### src/rtl/pipe_ctrl.sv
// Stall/flush sequencer for the 5-stage pipeline: merges ID hazards, multi-cycle EX ops and debug halt/step.
// state | meaning: RUN normal issue | MC multi-cycle op holds EX | HALT debug halt, fetch held | STEP single-step issue
module pipe_ctrl #(
    parameter int MC_LAT = 4,
    parameter int CW     = 4
) (
    input  logic       clk,
    input  logic       rst,
    input  logic       load_stall_i,
    input  logic       branch_i,
    input  logic       mc_start_i,
    input  logic       halt_req_i,
    input  logic       step_req_i,
    output logic       stall_if_o,
    output logic       stall_id_o,
    output logic       stall_ex_o,
    output logic       flush_ifid_o,
    output logic       flush_idex_o,
    output logic       bubble_mem_o,
    output logic       mc_busy_o,
    output logic       halted_o,
    output logic [1:0] state_o
);

    typedef enum logic [1:0] {
        RUN  = 2'd0,
        MC   = 2'd1,
        HALT = 2'd2,
        STEP = 2'd3
    } state_t;

    localparam logic [CW-1:0] MC_LOAD = CW'(MC_LAT - 1);
    localparam logic [CW-1:0] CNT_ONE = CW'(1);

    state_t        state_q, state_d;
    logic [CW-1:0] cnt_q, cnt_d;
    logic          issue;
    logic          stall_if_c, stall_id_c, stall_ex_c;
    logic          flush_ifid_c, flush_idex_c, bubble_mem_c;

    always_ff @(posedge clk or posedge rst) begin
        if (rst) begin
            state_q <= RUN;
            cnt_q   <= '0;
        end else begin
            state_q <= state_d;
            cnt_q   <= cnt_d;
        end
    end

    always_comb begin
        state_d      = state_q;
        cnt_d        = cnt_q;
        stall_if_c   = 1'b0;
        stall_id_c   = 1'b0;
        stall_ex_c   = 1'b0;
        flush_ifid_c = 1'b0;
        flush_idex_c = 1'b0;
        bubble_mem_c = 1'b0;
        issue        = ((state_q == RUN) || (state_q == STEP)) && !load_stall_i;

        unique case (state_q)
            RUN, STEP: begin
                // a load-use stall leaves branch operands stale, so the branch is not honoured
                if (load_stall_i) begin
                    stall_if_c   = 1'b1;
                    stall_id_c   = 1'b1;
                    flush_idex_c = 1'b1;
                end else if (branch_i) begin
                    flush_ifid_c = 1'b1;
                end

                if (issue && mc_start_i) begin
                    state_d = MC;
                    cnt_d   = MC_LOAD;
                end else if (state_q == STEP && load_stall_i) begin
                    state_d = STEP;
                end else if (halt_req_i) begin
                    state_d = HALT;
                end else begin
                    state_d = RUN;
                end
            end
            MC: begin
                stall_if_c   = 1'b1;
                stall_id_c   = 1'b1;
                stall_ex_c   = 1'b1;
                bubble_mem_c = 1'b1;
                if (cnt_q == CNT_ONE) begin
                    state_d = halt_req_i ? HALT : RUN;
                end else begin
                    cnt_d = cnt_q - CNT_ONE;
                end
            end
            HALT: begin
                stall_if_c   = 1'b1;
                stall_id_c   = 1'b1;
                flush_idex_c = 1'b1;
                if (!halt_req_i) begin
                    state_d = RUN;
                end else if (step_req_i) begin
                    state_d = STEP;
                end
            end
            default: state_d = RUN;
        endcase
    end

    // everything reads as idle while reset is held
    assign stall_if_o   = stall_if_c   & ~rst;
    assign stall_id_o   = stall_id_c   & ~rst;
    assign stall_ex_o   = stall_ex_c   & ~rst;
    assign flush_ifid_o = flush_ifid_c & ~rst;
    assign flush_idex_o = flush_idex_c & ~rst;
    assign bubble_mem_o = bubble_mem_c & ~rst;
    assign mc_busy_o    = (state_q == MC)   & ~rst;
    assign halted_o     = (state_q == HALT) & ~rst;
    assign state_o      = rst ? 2'd0 : state_q;

endmodule

### config.mk
export PLATFORM = sky130hd
export DESIGN_NAME = pipe_ctrl
export DESIGN_NICKNAME = d
export VERILOG_FILES = /design/src/rtl/pipe_ctrl.sv
export SDC_FILE = /design/constraint.sdc
export NUM_CORES = 1
export LEC_CHECK = 0
export CAP_MARGIN = 20
export CORE_MARGIN = 4
export CORE_UTILIZATION = 45
export DETAILED_ROUTE_END_ITERATION = 7
export PLACE_DENSITY = 0.75
export SLEW_MARGIN = 20
export SYNTH_ARGS = -nofsm -noshare
export SYNTH_HDL_FRONTEND = slang
export SYNTH_SLANG_ARGS = --single-unit
export TNS_END_PERCENT = 30
### constraint.sdc
create_clock -name clk -period 2.6 [get_ports clk]
set_clock_uncertainty 0.15 [all_clocks]
set_input_delay 0.65 -clock clk [delete_from_list [all_inputs] [get_ports clk]]
set_output_delay 0.65 -clock clk [all_outputs]
set_load 0.02 [all_outputs]
Yosys cells after proc, flatten, opt, wreduce, memory -nomap -nowiden. Cells that the tools add are included.

Divide/modulo/power cells: 0. Bitwise gates (word level): 7. Multiplexer cells: 18. Reduce and logical (&&, ||, !) cells: 11. Eq/ne operators: 8. Add/sub/neg operators: 1. Shifts and indexed selects: 0. Order comparisons: 0. Multipliers: 0.

Operators with widths (count): 2-bit 2-to-1 mux (7); 4-bit 2-to-1 mux (2); 4-bit one-hot mux with 2 select lines (1); 1-bit bitwise AND (6); 2-bit != test, second input constant (3); 2-bit one-hot mux with 3 select lines (1); 1-bit 2-to-1 mux (5); 2-bit equality test, second input constant (2); 4-bit by 1-bit equality test with 1-bit output, second input constant (1); 1-bit one-hot mux with 2 select lines (2); 2-bit OR reduction (2); 4-bit by 1-bit subtractor with 4-bit output, second input constant (1); 1-bit logical AND (3); 3-bit != test, second input constant (1); 3-bit AND reduction (1); 2-bit by 1-bit equality test with 1-bit output, second input constant (1); 2-bit zero test (1); 2-bit AND reduction (1); 2-bit nonzero test (1); 1-bit zero test (1); 1-bit logical OR (1); 1-bit inverter (1).

Register bits: 6. Memory bits (read-only): 0. Word-level logic and storage cells: 47. Output and inout bits: 10. Memories: 0. Input bits: 7. Latch bits: 0. Bits in writable memories: 0.

Depth between registers and ports, before layout. Gate-level depths: netlist of the first run.

Word-level depth: 6. Depth in mapped cells: 6. Gate-level depth less buffers: 5.

Worst setup path before layout of the first run. Ideal clock, no wire load.

Kind: flip-flop to output port. Start: register state_q[0]. End: output port stall_if_o. Data arrival time: 1506 ps. Stages on the path, launching flop included: 6. Setup slack: 294 ps. Buffers on the path: 2. Data required time: 1800 ps. Path through: dfrtp_1 inv_1 ha_1 buf_6 a21oi_1 buf_4.

Cells in the longest elaborated chain, start to end: 4. Elaborated cells between the ends (all ways): 8. Classes of those cells: 3 x eq/ne; 1 x mux; 1 x bitwise; 3 x reduce/logical.

RTL lines: start: declaration (RTL line 35) `state_t state_q, state_d;`; start signal: assignment (RTL line 46) `state_q <= state_d;`; 2-bit by 1-bit equality test with 1-bit output, or another cell as far along; 2-bit OR reduction (on tied branches); 1-bit one-hot mux with 2 select lines (*); 1-bit bitwise AND (*); end: declaration (RTL line 14) `output logic stall_if_o,`.

Every way passes the cells marked *; elsewhere a longest branch is shown, timed or not.

Worst setup path after layout of the first run.
Start: input port load_stall_i. End: output port stall_if_o.

Cells in the longest elaborated chain, start to end: 3.

RTL lines: start: declaration (RTL line 9) `input logic load_stall_i,`; 1-bit 2-to-1 mux (RTL line 65) `if (load_stall_i) begin`; 1-bit one-hot mux with 2 select lines (RTL line 62) `unique case (state_q)`; 1-bit bitwise AND (RTL line 110) `assign stall_if_o = stall_if_c & ~rst;`.

Every way passes these cells.

==> impl_metrics.toml, run 1 <==
[sta]
setup-violations-final = 0
worst_slew_pin_slew_ps = 271
post-route-period-util_pct = 97.4
max_freq_mhz = 395
finalCriticalPeriod_ps = 2530
drv_slew = 0
rsz0062_at_grt = "yes"
hold_violations = 0
relSlewSlack_pct = 81.9
timing.hold.ws_ps = 446
setup_tns_ps = 0

[clock_network]
cts_sinks = 6
clk_pin_slew_ps = 50
postCtsSetupRepairBufs = 0
clk_path_buf_depth = 2
cts-root-buf = "clkbuf_4"
cts-htree-levels = 1
clock_latency_ps = 250
cts_buffers = 3
cts_tree = "built"

[worst_setup_path]
crit_fanout = 3
crit_buf_inv = 3
path_delay_family = "buffers and inverters"
cp-start-kind = "input pin"
critPathArrivalTime_ps = 1730
critPathRequiredTime_ps = 1800
cp_slowest_cell = "clkdlybuf4s50_1"
crit_chain = "clkdlybuf4s50_1 > inv_1 > a21oi_1 > clkdlybuf4s15_1"
path_class = "in2out"
crit_path_max_incr_delay_ps = 500
end_kind = "output pin"
r2r_slack_ps = 480

[synthesis]
synth_area_per_cell_um2 = 9.39
synthCells = 63
ys_ff_latch = 6
syn_nets = 77
synth-seq-area-share_pct = 25.4
yosys_warnings = 0
synth.distinct_cells = 30
syn_area_um2 = 592

[drt]
vias = 520
routed_wl_um = 1350
wl_per_cell_um = 13.9
viasPerCell = 5.36
antenna_left = 0
dr.pass1.iters = 4
remaining_drc_errors = 0
first_iter_violations = 12

[power_and_ir_drop]
power_density_mw_per_mm2 = 1080
power_w = 0.000846
leakagePower_nw = 0.440
ir_drop_mv = 0.710

[global_routing]
grt_max_degree = 8
grt_pass1_vias = 493
grt_pass1_wl_um = 2350
grt_usage_pct = 16.5
overflow = 0
antenna_found_initial = 0

[layout]
num-nets-final = 99
final_cell_count_no_fill = 97
drive_above_1_share_pct = 19.3
final_cell_mix = "9 x inv_1, 7 x ha_1, 6 x dfrtp_1"
final_common_cell = "inv_1"
fin_util_pct = 67.2
synthToLayoutAreaGrowth_pct = 33.0
antenna_cells = 0

[floorplan]
die_w_um = 44.3
initial_utilization_pct = 50.5
die_y_um = 44.3
rows = 12
die_area_mm2 = 0.00196
io_pins = 17
coreArea_mm2 = 0.00117

[placed_design]
hpwl_um = 1120
portBuffers = 16
dp_cells = 94
place_congestion = 0.823

[worst_hold_path]
holdCritPathClass = "reg2reg"

[job]
maxCapViolCount = 0

[status]
outcome = "finished, final reports clean"
[per-stage QoR]
step | cell area, um2 | setup slack (ps)
2_1_floorplan | 592 | 294
3_3_place_gp | 773 | -233
3_5_place_dp | 773 | -249
4_1_cts | 786 | 7.76
5_1_grt | 787 | -12.9
6_report | 787 | 67.5
[routing by layer]
metal | vias up | global-route usage [%] | routed length, um
met2 | 18 | 25.6 | 631
li1 | 257 | - | -
met5 | - | 0 | 0
met3 | 2 | 4.07 | 100
met4 | 0 | 5.42 | 10
met1 | 243 | 22.2 | 606
[layout make-up]
| cell class | count | area [um2] |
|---|---|---|
| Timing Repair Buffer | 21 | 189 |
| Sequential cell | 6 | 150 |
| Multi-Input combinational cell | 44 | 374 |
| Clock buffer | 3 | 22.5 |
| Tap cell | 14 | 17.5 |
| Inverter | 9 | 33.8 |
| Fill cell | 106 | 384 |
[state kept, by name, indices dropped and copies added (netlist names)]
register	cells
cnt_q	4
state_q	2
[power breakdown]
| group | internal [W] | switching (W) | total [W] |
|---|---|---|---|
| Combinational | 0.000287 | 0.000307 | 0.000594 |
| Sequential | 0.000126 | 0.0000411 | 0.000167 |
| Clock | 0.0000522 | 0.0000329 | 0.0000850 |
[synth_stat cells (all sizes together)]
| cell type | instances | area, um2 |
|---|---|---|
| a2bb2oi | 2 | 35.0 |
| nor4 | 1 | 6.26 |
| nor3b | 1 | 18.8 |
| a32o | 2 | 20.0 |
| o22a | 1 | 8.76 |
| buf | 4 | 33.8 |
| nand2 | 2 | 7.51 |
| nor2 | 4 | 15.0 |
| o21bai | 1 | 7.51 |
| mux2i | 1 | 10.0 |
| nor2b | 2 | 12.5 |
| and3b | 1 | 12.5 |
| o21ai | 1 | 5.00 |
| inv | 9 | 33.8 |
| and2b | 2 | 16.3 |
| o32a | 1 | 10.0 |
| mux2 | 2 | 26.3 |
| ha | 7 | 87.6 |
| dfrtp | 6 | 150 |
| o22ai | 2 | 12.5 |
| a21oi | 5 | 25.0 |
| nand2b | 1 | 6.26 |
| nand3 | 1 | 5.00 |
| o21a | 1 | 7.51 |
| and4 | 1 | 8.76 |
| nor3 | 2 | 10.0 |
[what timing repair did]
| item | in CTS | in global routing |
|---|---|---|
| setup endpoints to repair | 10 | 6 |
| gates resized for setup | 8 | 9 |
| hold buffers | 0 | 0 |
[cells by family after synthesis]
family / Yosys count / synth area share (%)
simple gates: 18 / 20.1
compound gates: 16 / 22.2
buf+inv: 13 / 11.4
fa+ha+maj: 7 / 14.8
flops: 6 / 25.4
mux: 3 / 6.13
[worst paths after layout]
| check | startpoint | endpoint | cells past startpoint |
|---|---|---|---|
| max | load_stall_i | stall_if_o | 4 |
| min in group asynchronous | rst | cnt_q[3] | 3 |
| max reg2reg | state_q[0] | cnt_q[0] | 6 |
| min | cnt_q[3] | cnt_q[3] | 1 |
| min reg2reg | cnt_q[3] | cnt_q[3] | 1 |
| max in group asynchronous | rst | cnt_q[1] | 3 |
No activity file was read; power rests on OpenSTA's default activity.
==> run 2: changes to the inputs <==
--- a/config.mk
+++ b/config.mk
@@ -9,6 +9,7 @@
 export CORE_MARGIN = 4
 export CORE_UTILIZATION = 45
 export DETAILED_ROUTE_END_ITERATION = 7
+export MAX_ROUTING_LAYER = met4
 export PLACE_DENSITY = 0.75
 export SLEW_MARGIN = 20
 export SYNTH_ARGS = -nofsm -noshare
==> results of run 2 <==
Same layout as run 1: the final DEF is identical, and so are final timing and power.
Main changes from that run: final weighted congestion in routability-driven placement 0.823 -> 0.835; overall routing resource usage 16.5% -> 17.0%
==> run 3: changes to the inputs <==
--- a/config.mk
+++ b/config.mk
@@ -11,6 +11,7 @@
 export DETAILED_ROUTE_END_ITERATION = 7
 export MAX_ROUTING_LAYER = met4
 export PLACE_DENSITY = 0.75
+export REMOVE_ABC_BUFFERS = 1
 export SLEW_MARGIN = 20
 export SYNTH_ARGS = -nofsm -noshare
 export SYNTH_HDL_FRONTEND = slang
==> run 3 against run 2 <==
  * Sequential cell count stayed put
  * Power shrank 0.28%
  * Largest power group unchanged
  * Clock-buffer cell count unchanged
  * Sequential share of layout area up 0.12 points
  * Worst setup slack got worse by 5.3 ps
  * Critical path depth is the same
==> impl_metrics.toml, run 3 (synthesis results as in run 1) <==
[worst_setup_path]
critPathArrivalTime_ps = 1740
cp_slowest_cell = "clkdlybuf4s50_1"
crit_fanout = 4
path_class = "in2out"
rr_startpoint = "state_q[0]"
critPathRequiredTime_ps = 1800
crit_path_max_incr_delay_ps = 510
crit_chain = "clkdlybuf4s50_1 > inv_1 > a21oi_1 > dlygate4sd2_1"
timing.rr.end = "cnt_q[0]"
reg2reg_depth = 6
r2r_slack_ps = 460
end_kind = "output pin"
cp-start-kind = "input pin"

[sta]
rsz0062_at_grt = "yes"
setup_tns_ps = 0
finalCriticalPeriod_ps = 2540
setup-violations-final = 0
drv_slew = 0
post-route-period-util_pct = 97.6
relSlewSlack_pct = 82.2
max_freq_mhz = 394
hold_violations = 0
fin_ws_ps = 62.3
worst_slew_pin_slew_ps = 264

[clock_network]
postCtsSetupRepairBufs = 0
clk_pin_slew_ps = 40
cts_buffers = 3
clk_path_buf_depth = 2
cts_tree = "built"
cts-htree-levels = 1
cts-root-buf = "clkbuf_4"
clock_latency_ps = 240
cts_sinks = 6

[placed_design]
portBuffers = 16
dp_slack_ps = -259
dp_cells = 94
hpwl_um = 1150
place_congestion = 0.802

[power_and_ir_drop]
leakagePower_nw = 0.411
internal_power_w = 0.000463
swShare_pct = 45.2
power_density_mw_per_mm2 = 1080
seqPwrFrac_pct = 19.7
p_comb_share_pct = 70.4
ir_drop_mv = 0.639
p_sw_w = 0.000381
power_frac_clock_pct = 9.9

[global_routing]
antenna_found_initial = 0
grt_pass1_vias = 507
grt_busiest_layer = "met2"
grt_usage_pct = 16.6
gr-usage-met3_pct = 3.25
overflow = 0
grtUsageMet2_pct = 27.9
met1_usage_pct = 19.3
grt_pass1_wl_um = 2300
grt_max_degree = 8

[layout]
fin_util_pct = 66.8
multi_input_area_um2 = 374
final_cell_mix = "11 x dlygate4sd2_1, 9 x inv_1, 7 x ha_1, 6 x dfrtp_1"
reg_top3 = "cnt_q (4), state_q (2)"
antenna_cells = 0
final_common_cell = "dlygate4sd2_1"
synthToLayoutAreaGrowth_pct = 32.1
drive_above_1_share_pct = 16.9
largest_register_ffs = 4
seqCellArea_um2 = 150
final_cell_count_no_fill = 97
regMostFlops = "cnt_q"
filler_cell_count = 106
num-nets-final = 99

[drt]
remaining_drc_errors = 0
first_iter_violations = 10
vias = 503
wl_per_cell_um = 14.2
viasPerCell = 5.19
dr.pass1.iters = 4
antenna_left = 0
routed_wl_um = 1380

[floorplan]
die_area_mm2 = 0.00196
coreArea_mm2 = 0.00117
die_w_um = 44.3
io_pins = 17
initial_utilization_pct = 50.5
die_y_um = 44.3
rows = 12

[status]
outcome = "finished, final reports clean"

[worst_hold_path]
holdPathStages = 1
min-delay-start = "cnt_q[3]"
holdCritPathClass = "reg2reg"
holdPathEnd = "cnt_q[3]"

[job]
maxCapViolCount = 0
[run 3: cell count changes in the layout (fill, tap and decap cells not counted)]
cell	delta
clkdlybuf4s15_1	-1
dlymetal6s2s_1	-3
clkbuf_2	-2
dlygate4sd2_1	+6
[run 3: final cells by class]
class                           count  area share (%)
Multi-Input combinational cell     44            47.8
Sequential cell                     6            19.2
Tap cell                           14            2.24
Inverter                            9            4.32
Timing Repair Buffer               21            23.5
Clock buffer                        3            2.88
[run 3: worst max path at each step]
stage                     cells after the start    startpoint      endpoint
after floorplan                               4    state_q[1]  bubble_mem_o
after global placement                        4           rst  flush_ifid_o
after detailed placement                      4           rst  flush_ifid_o
after CTS                                     4  load_stall_i    stall_if_o
after global routing                          4  load_stall_i    stall_if_o
final                                         4  load_stall_i    stall_if_o
[run 3: per-layer routing]
metal,wire length [um],share of wire [%]
met5,0,0
met4,0,0
met3,41,3.0
met2,713,52
met1,627,45
[run 3: critical path: cells and delay by family]
| kind | cells | cell delay [ps] |
|---|---|---|
| buffers and inverters | 3 | 920 |
| AO/OA/AOI/OAI | 1 | 160 |
[run 3: repair_timing]
item | 4_1_cts | 5_1_grt
gates resized for setup | 11 | 0
endpoints found under the hold margin | 0 | 0
endpoints found under the setup margin | 10 | 1
hold buffers | 0 | 0
[run 3: power by group through the flow]
| stage | logic, W | registers [W] | clock network (W) |
|---|---|---|---|
| 5_1_grt | 0.000655 | 0.000173 | 0.0000936 |
| 3_3_place_gp | 0.000606 | 0.000167 | 0 |
| 2_1_floorplan | 0.000421 | 0.000158 | 0 |
| 4_1_cts | 0.000594 | 0.000166 | 0.0000874 |
| 3_5_place_dp | 0.000622 | 0.000167 | 0 |
| 6_report | 0.000594 | 0.000166 | 0.0000836 |
[run 3: metrics by stage]
stage	hold slack, ps	total power [W]	instance area, um2
floorplan	296	0.000579	558
global placement	428	0.000772	773
detailed placement	432	0.000789	773
CTS	443	0.000847	782
global route	473	0.000921	782
finish	442	0.000844	782
